## src/rtl/multi_signal_check_pkg.sv

```systemverilog
// Shared types and helpers for the multi-channel signal checker.
// Channel FSM encoding, run-counter sizing and saturating increment.
package multi_signal_check_pkg;

  typedef enum logic [1:0] {IDLE, CHECK, SUSPECT, FAIL} ch_state_e;

  // Width needed for a run counter that must be able to hold the threshold itself
  function automatic int run_width(input int thresh);
    return $clog2(thresh + 1);
  endfunction

  function automatic logic [31:0] sat_inc(input logic [31:0] val, input int width);
    logic [31:0] max_val;
    max_val = (width >= 32) ? 32'hFFFF_FFFF : ((32'd1 << width) - 32'd1);
    return (val >= max_val) ? max_val : (val + 32'd1);
  endfunction

endpackage

```

## src/rtl/signal_check_ch.sv

```systemverilog
// One checker channel: input capture, masked compare, debounce FSM,
// consecutive-mismatch run counter and saturating mismatch counter.
module signal_check_ch
  import multi_signal_check_pkg::*;
#(
  parameter int WIDTH       = 8,
  parameter int FAIL_THRESH = 3,
  parameter int CNT_W       = 16
) (
  input  logic             clk,
  input  logic             rst,
  input  logic             clear,
  input  logic             en,
  input  logic [WIDTH-1:0] signal_in,
  input  logic [WIDTH-1:0] expected,
  input  logic [WIDTH-1:0] mask,
  output logic             match,
  output logic             fail,
  output logic [CNT_W-1:0] err_cnt
);

  localparam int RUN_W = run_width(FAIL_THRESH);

  logic             en_q, en_d;
  logic [WIDTH-1:0] samp_q, samp_d;
  logic [WIDTH-1:0] exp_q, exp_d;
  logic [WIDTH-1:0] mask_q, mask_d;
  ch_state_e        state_q, state_d;
  logic [RUN_W-1:0] run_q, run_d;
  logic [CNT_W-1:0] err_q, err_d;
  logic             match_q, match_d;
  logic             mis;

  always_comb begin
    en_d    = en;
    samp_d  = signal_in;
    exp_d   = expected;
    mask_d  = mask;
    mis     = |((samp_q ^ exp_q) & mask_q);
    state_d = state_q;
    run_d   = run_q;
    err_d   = err_q;
    match_d = en_q & ~mis;

    if (en_q && mis) begin
      err_d = CNT_W'(sat_inc(32'(err_q), CNT_W));
    end

    // FAIL is sticky; every other state re-evaluates from the current compare
    case (state_q)
      FAIL: begin
        state_d = FAIL;
      end
      default: begin
        if (!en_q) begin
          state_d = IDLE;
          run_d   = '0;
        end else if (!mis) begin
          state_d = CHECK;
          run_d   = '0;
        end else begin
          run_d   = run_q + 1'b1;
          state_d = (run_d >= RUN_W'(FAIL_THRESH)) ? FAIL : SUSPECT;
        end
      end
    endcase

    // Clear discards this edge's compare entirely; stage-1 capture still proceeds
    if (clear) begin
      state_d = IDLE;
      run_d   = '0;
      err_d   = '0;
      match_d = 1'b0;
    end
  end

  always_ff @(posedge clk) begin
    if (rst) begin
      en_q    <= 1'b0;
      samp_q  <= '0;
      exp_q   <= '0;
      mask_q  <= '0;
      state_q <= IDLE;
      run_q   <= '0;
      err_q   <= '0;
      match_q <= 1'b0;
    end else begin
      en_q    <= en_d;
      samp_q  <= samp_d;
      exp_q   <= exp_d;
      mask_q  <= mask_d;
      state_q <= state_d;
      run_q   <= run_d;
      err_q   <= err_d;
      match_q <= match_d;
    end
  end

  assign match   = match_q;
  assign fail    = (state_q == FAIL);
  assign err_cnt = err_q;

endmodule

```

## src/rtl/multi_signal_check.sv

```systemverilog
// Passive multi-channel signal monitor: NUM_CH independent checker channels,
// an aggregated fail flag and a selectable mismatch counter readout.
module multi_signal_check
  import multi_signal_check_pkg::*;
#(
  parameter int NUM_CH      = 4,
  parameter int WIDTH       = 8,
  parameter int FAIL_THRESH = 3,
  parameter int CNT_W       = 16,
  localparam int SEL_W      = (NUM_CH > 1) ? $clog2(NUM_CH) : 1
) (
  input  logic                    clk,
  input  logic                    rst,
  input  logic [NUM_CH-1:0]       en,
  input  logic [NUM_CH*WIDTH-1:0] signal_in,
  input  logic [NUM_CH*WIDTH-1:0] expected,
  input  logic [NUM_CH*WIDTH-1:0] mask,
  input  logic                    clear,
  input  logic [SEL_W-1:0]        sel,
  output logic [NUM_CH-1:0]       match,
  output logic [NUM_CH-1:0]       fail,
  output logic                    any_fail,
  output logic [CNT_W-1:0]        err_cnt
);

  logic [CNT_W-1:0] cnt_arr [NUM_CH];

  for (genvar g = 0; g < NUM_CH; g++) begin : g_ch
    signal_check_ch #(
      .WIDTH       (WIDTH),
      .FAIL_THRESH (FAIL_THRESH),
      .CNT_W       (CNT_W)
    ) u_ch (
      .clk       (clk),
      .rst       (rst),
      .clear     (clear),
      .en        (en[g]),
      .signal_in (signal_in[g*WIDTH +: WIDTH]),
      .expected  (expected[g*WIDTH +: WIDTH]),
      .mask      (mask[g*WIDTH +: WIDTH]),
      .match     (match[g]),
      .fail      (fail[g]),
      .err_cnt   (cnt_arr[g])
    );
  end

  assign any_fail = |fail;

  // Out-of-range selector values read as zero when NUM_CH is not a power of two
  always_comb begin
    err_cnt = '0;
    for (int i = 0; i < NUM_CH; i++) begin
      if (sel == SEL_W'(i)) err_cnt = cnt_arr[i];
    end
  end

endmodule
```

## config.mk

```make
export PLATFORM = sky130hd
export DESIGN_NAME = multi_signal_check
export DESIGN_NICKNAME = d
export VERILOG_FILES = /design/src/rtl/multi_signal_check_pkg.sv /design/src/rtl/signal_check_ch.sv /design/src/rtl/multi_signal_check.sv
export SDC_FILE = /design/constraint.sdc
export NUM_CORES = 1
export LEC_CHECK = 0
export CAP_MARGIN = 25
export CORE_ASPECT_RATIO = 1.2
export CORE_MARGIN = 3
export CORE_UTILIZATION = 35
export DETAILED_ROUTE_END_ITERATION = 8
export PLACE_DENSITY = 0.66
export SLEW_MARGIN = 20
export SYNTH_ARGS = -nofsm -noshare
export SYNTH_HDL_FRONTEND = slang
export SYNTH_SLANG_ARGS = --single-unit
```

## constraint.sdc

```tcl
create_clock -name clk -period 4.8 [get_ports clk]
set_input_delay 0.72 -clock clk [delete_from_list [all_inputs] [get_ports clk]]
set_output_delay 0.72 -clock clk [all_outputs]
set_load 0.02 [all_outputs]
```

==> out/results.ini <==
[sta]
timing.final.crit_share_pct=76.9
max_freq_ghz=0.271
period_needed_ns=3.69
setup_tns_ns=0
slew_headroom_pct=36.0
hold_viol=0
worstMarginPinSlew_ns=0.960
setup_viol=0
final.setup.worst_slack_ns=1.11
finClkSkew_ns=0.0127
rsz0062_at_grt=no
drv_slew=0

[layout]
multi_input_area_um2=3520
mostFrequentLayoutCell=dfxtp_1
design_area_um2=9610
fillers=2017
drive_gt1_share_pct=8.59
nets=996
antenna-diode-count=0
area_delta_synth_final_pct=28.0
seq_area_um2=3680
final_cell_mix=dfxtp_1 (184), clkdlybuf4s50_1 (128), nor2b_1 (101), nor2_1 (43), nand2_1 (38)

[global_route]
grt_max_degree=102
grt_pass1_wl_um=29400
antenna_found_initial=0
track_usage_pct=15.8
grt-ovfl-total=0
grt_pass1_vias=5741

[power]
p_switching_uw=811
peakVddDrop_uv=234
total_leakage_power_nw=3.55
seq_power_share_pct=48.7
pwr-share-clk_pct=43.6
comb_power_share_pct=7.8
power_mw=3.29
internal_power_mw=2.47
p_per_area_nw_per_um2=342
swShare_pct=24.7

[synth]
syn_nets=883
synth.distinct_cells=57
postSynthAreaPerCell_um2=9.74
synth_edf_count=0
synthesis.area_um2=7500
synthArstFlopShare_pct=0
synth_warnings=0
ys_seq_elements=184
yosys_most_used_dff=dfxtp_1
synth_cells=770
yosysSeqAreaShare_pct=49.1

[clocking]
clk_pin_slew_worst_paths_ns=0.07
cts_hold_buffers=0
insertion_delay_ns=0.43
cts_buffer_depth=2
root_buffer=clkbuf_16
cts_inserted_buffers=17
postCtsResizedCells=0
cts_max_level=4
cts_setup_buffers=0
cts_tree=done
cts_sinks=184

[min_path]
hp-class=reg2reg

[placement]
place_congestion=0.821
hpwl_um=13600
pre_cts_slack_ns=1.10
placed_cell_area_um2=8980
buffer_ports.inserted=129

[floorplanning]
die-area_um2=23200
initial_utilization_pct=35.7
die_w_um=140
core_um2=21000
io_pins=130
row_count=58
die_y_um=166

[worst_setup_path]
worst_setup_path_start_kind=primary input
cp_top_family=buffers and inverters
crit_arrival_ns=2.97
slowest_delay_ns=1.02
critPathKind=in2out
critPathMostFrequentCell=clkdlybuf4s50_1
end_kind=output port
cp_max_fo=12
worstPathRequired_ns=4.08
crit_buf_inv=2
cpMaxStageDelayCell=clkdlybuf4s50_1
crit_chain=clkdlybuf4s50_1, mux4_1, clkdlybuf4s50_1

[detailed_routing]
initialDrtViolationCount=465
vias=6002
vias_per_cell=5.15
drc=0
postRouteAntennaNets=0
drt_pass1_iterations=5
drt-total-wl_um=18400
post_drt_wl_per_cell_um=15.8

[run_status]
run_status=complete, no violations

[job]
drv_cap=0

## synth_stat cells (3+ instances only)
cell	count	area, um2
a211oi_1	17	128
a21oi_1	35	175
a22oi_1	19	143
a311oi_1	14	123
a31oi_1	13	81.3
a41oi_1	6	52.6
and2_1	3	18.8
and3_1	13	81.3
and4_1	5	43.8
buf_4	9	67.6
clkbuf_1	33	124
dfxtp_1	184	3680
ha_1	8	100
inv_1	19	71.3
mux4_2	15	338
nand2_1	38	143
nand3_1	31	155
nand4_1	17	106
nor2_1	44	165
nor2b_1	101	632
nor3_1	31	155
nor4_1	3	18.8
nor4b_1	4	35.0
o211a_1	5	50.1
o21ai_0	22	110
o31ai_1	3	22.5
o41ai_1	5	43.8
or2_2	7	43.8
or3_1	3	18.8
xor2_1	32	280
## per-stage QoR
step / std cells / util (%) / hold slack [ns]
4_1_cts: 1166 / 45.7 / 0.465
5_1_grt: 1166 / 45.7 / 0.489
3_5_place_dp: 1134 / 42.7 / 0.454
3_3_place_gp: 1134 / 42.7 / 0.442
6_report: 1166 / 45.7 / 0.463
2_1_floorplan: 770 / - / 0.436
## final timing paths
kind / from / end / slack, ns / cells past startpoint
hold / removal: g_ch[0].u_ch.run_q[0] / g_ch[0].u_ch.run_q[0] / 0.46 / 2
hold reg to reg: g_ch[0].u_ch.run_q[0] / g_ch[0].u_ch.run_q[0] / 0.46 / 2
setup / recovery: sel[1] / err_cnt[3] / 1.11 / 3
setup reg to reg: g_ch[2].u_ch.err_cnt[0] / g_ch[2].u_ch.err_cnt[3] / 2.21 / 6
## per-layer routing
layer,wire (um),GRT usage [%],vias to the layer above
li1,-,-,2998
met1,7520,18.9,2784
met2,9270,27.1,182
met3,940,3.31,38
met4,648,7.75,0
met5,0,0,-
## state kept, by name, indices dropped and copies added, names as in the netlist
signal	count
g_ch.u_ch.exp_q	32
g_ch.u_ch.err_cnt	64
g_ch.u_ch.run_q	8
g_ch.u_ch.en_q	4
g_ch.u_ch.match	4
g_ch.u_ch.mask_q	32
g_ch.u_ch.state_q	8
g_ch.u_ch.samp_q	32
## logic make-up after synthesis
kind of cell	after synthesis	share of synthesized area, %
compound gates	151	13.8
xor+xnor	32	3.74
fa+ha+maj	8	1.33
buf+inv	65	4.07
flops	184	49.1
mux	17	4.99
simple gates	313	23.0
## final cells by class
type | count | area share [%]
inverter | 19 | 0.742
clock buffer | 17 | 4.43
multi-input combinational | 521 | 36.6
clock inverter | 15 | 2.12
tap | 270 | 3.52
timing repair buffer | 140 | 14.2
sequential | 184 | 38.3
## power by group through the flow
stage                     clock (mW)  sequential [mW]  combinational [mW]
after floorplan                    0             1.63               0.138
after global placement             0             1.63               0.255
after detailed placement           0             1.63               0.257
after CTS                       1.47             1.60               0.259
after global routing            1.53             1.60               0.281
final                           1.43             1.60               0.255
## worst register-to-register path, delay by kind of cell (launching register included)
kind,cells,cell delay (ns)
and+or+nand+nor,4,1.32
adders and majority gates,1,0.27
AOI/OAI and AO/OA,1,0.39
DFF,1,0.48
(Power assumes the default switching activity.)
==> variant, RTL diff (same settings) <==
Reset style: asynchronous (`rst`), changed in one clocked block.
--- a/src/rtl/signal_check_ch.sv
+++ b/src/rtl/signal_check_ch.sv
@@ -74,7 +74,7 @@
     end
   end
 
-  always_ff @(posedge clk) begin
+  always_ff @(posedge clk or posedge rst) begin
     if (rst) begin
       en_q    <= 1'b0;
       samp_q  <= '0;
Behaviour: differs if rst is asserted again (counterexample within 4 cycles, from zero or initial values and one cycle with rst high); with rst held inactive, the same outputs for 10 cycles.
==> variant against the original RTL <==
- wire length grew 1.4%
- design area up 3.9%
- total power grew 1.9%
- sequential cell count unchanged
- synthesized area increased by 4.9%
- setup slack better by 0.25 ns
- via count fell by 2.4%
- critical path type unchanged
- largest cell class unchanged
==> variant: results (changes against the original RTL) <==
- FF-to-FF Start: g_ch[0].u_ch.err_cnt[0]$_DFFE_PP0P_
- Wl on met1: 7900 µm (+5.1%)
- Clk pwr share: 42.4% (-1.2 points)
- Met2 routed WL: 8820 µm (-4.9%)
- Reg2Reg Setup Slack: 2.64 ns (+0.43 ns)
- VDD IR-drop max: 0.224 mV (-4.3%)
- Global-route track usage on met3: 4.58% (+1.3 points)
- Critical path fanouts, max: 16 (+4)
- Yosys cell types: 58 (+1.8%)
- Top cells by count, synth: 184 x dfrtp_1, 49 x nand2_1, 33 x a21oi_1
- Ratio of cells with drive above 1 in the final layout: 9.14% (+0.54 points)
- Dpl cells: 1030 (-9.2%)
- Hold_sp: g_ch[3].u_ch.run_q[1]$_DFFE_PP0P_
- Logic pwr share: 8.4% (+0.6 points)
- Total power: 3350 µW (+1.9%)
- Worst Hold Slack: 0.508 ns (+0.0454 ns)
- Critical Path AT: 2.72 ns (-0.25 ns)
- Via density: 5.51 (+7.1%)
- Area after DPL: 9380 µm² (+4.4%)
- Asr flop ratio synth: 100% (+100 points)
- Routing usage on met2: 24.9% (-2.2 points)
- Reg2Reg Capture Point: g_ch[0].u_ch.err_cnt[2]$_DFFE_PP0P_
- Layout Nets: 888 (-11%)
- Detail Placement HPWL: 13300 µm (-2.4%)
- Sequential share of the synthesized area: 58.5% (+9.4 points)
- Antenna Cells: 0 (unchanged)
- Sw Pwr: 830 µW (+2.3%)
- Grt met1 use: 20.0% (+1.1 points)
- Outcome: complete, no violations
- Crit share post-route: 71.6% (-5.3 points)
- Syn_nets: 771 (-13%)
- Initial DRC count: 466 (+0.22%)
- LEAKAGE: 0.00415 µW (+17%)
- Pre-CTS setup slack: 1.38 ns (+0.288 ns)
- Via count of the routed design: 5856 (-2.4%)
- Clk_skew: 0.0111 ns (-0.00153 ns)
- Met3 WL: 1360 µm (+45%)
- GPL Wtd Cong: 0.835 (+1.7%)
- Setup crit end: err_cnt[2]
- WHS Endpoint: g_ch[3].u_ch.run_q[1]$_DFFE_PP0P_
- Largest net degree at the start of global routing: 87 (-15%)
- Syn Area/Cell: 12.0 µm² (+23%)
variant: changes by cell type after synthesis, sizes merged, moves of 10 or more:
cell | unedited run | this run
o21ai | 23 | 6
dfxtp | 184 | 0
clkbuf | 35 | 17
a31oi | 13 | 23
nor2b | 101 | 1
dfrtp | 0 | 184
nor2 | 44 | 31
variant: final cells by class:
cell class | count | area, µm²
multi-input combinational | 419 | 3000
inverter | 18 | 71.3
clock inverter | 13 | 154
tap | 274 | 343
sequential | 184 | 4600
fill | 1972 | 11900
timing repair buffer | 135 | 1360
clock buffer | 19 | 453
variant: cells by family after synthesis:
group           synth area share, %
mux                            4.63
fa+ha+maj                      1.27
compound gates                 14.3
flops                          58.5
xor+xnor                       3.56
buf+inv                        3.32
simple gates                   14.4
variant: critical path, delay by kind of cell:
kind	cells	cell delay (ns)
buf+inv	2	1.56
mux	1	0.43
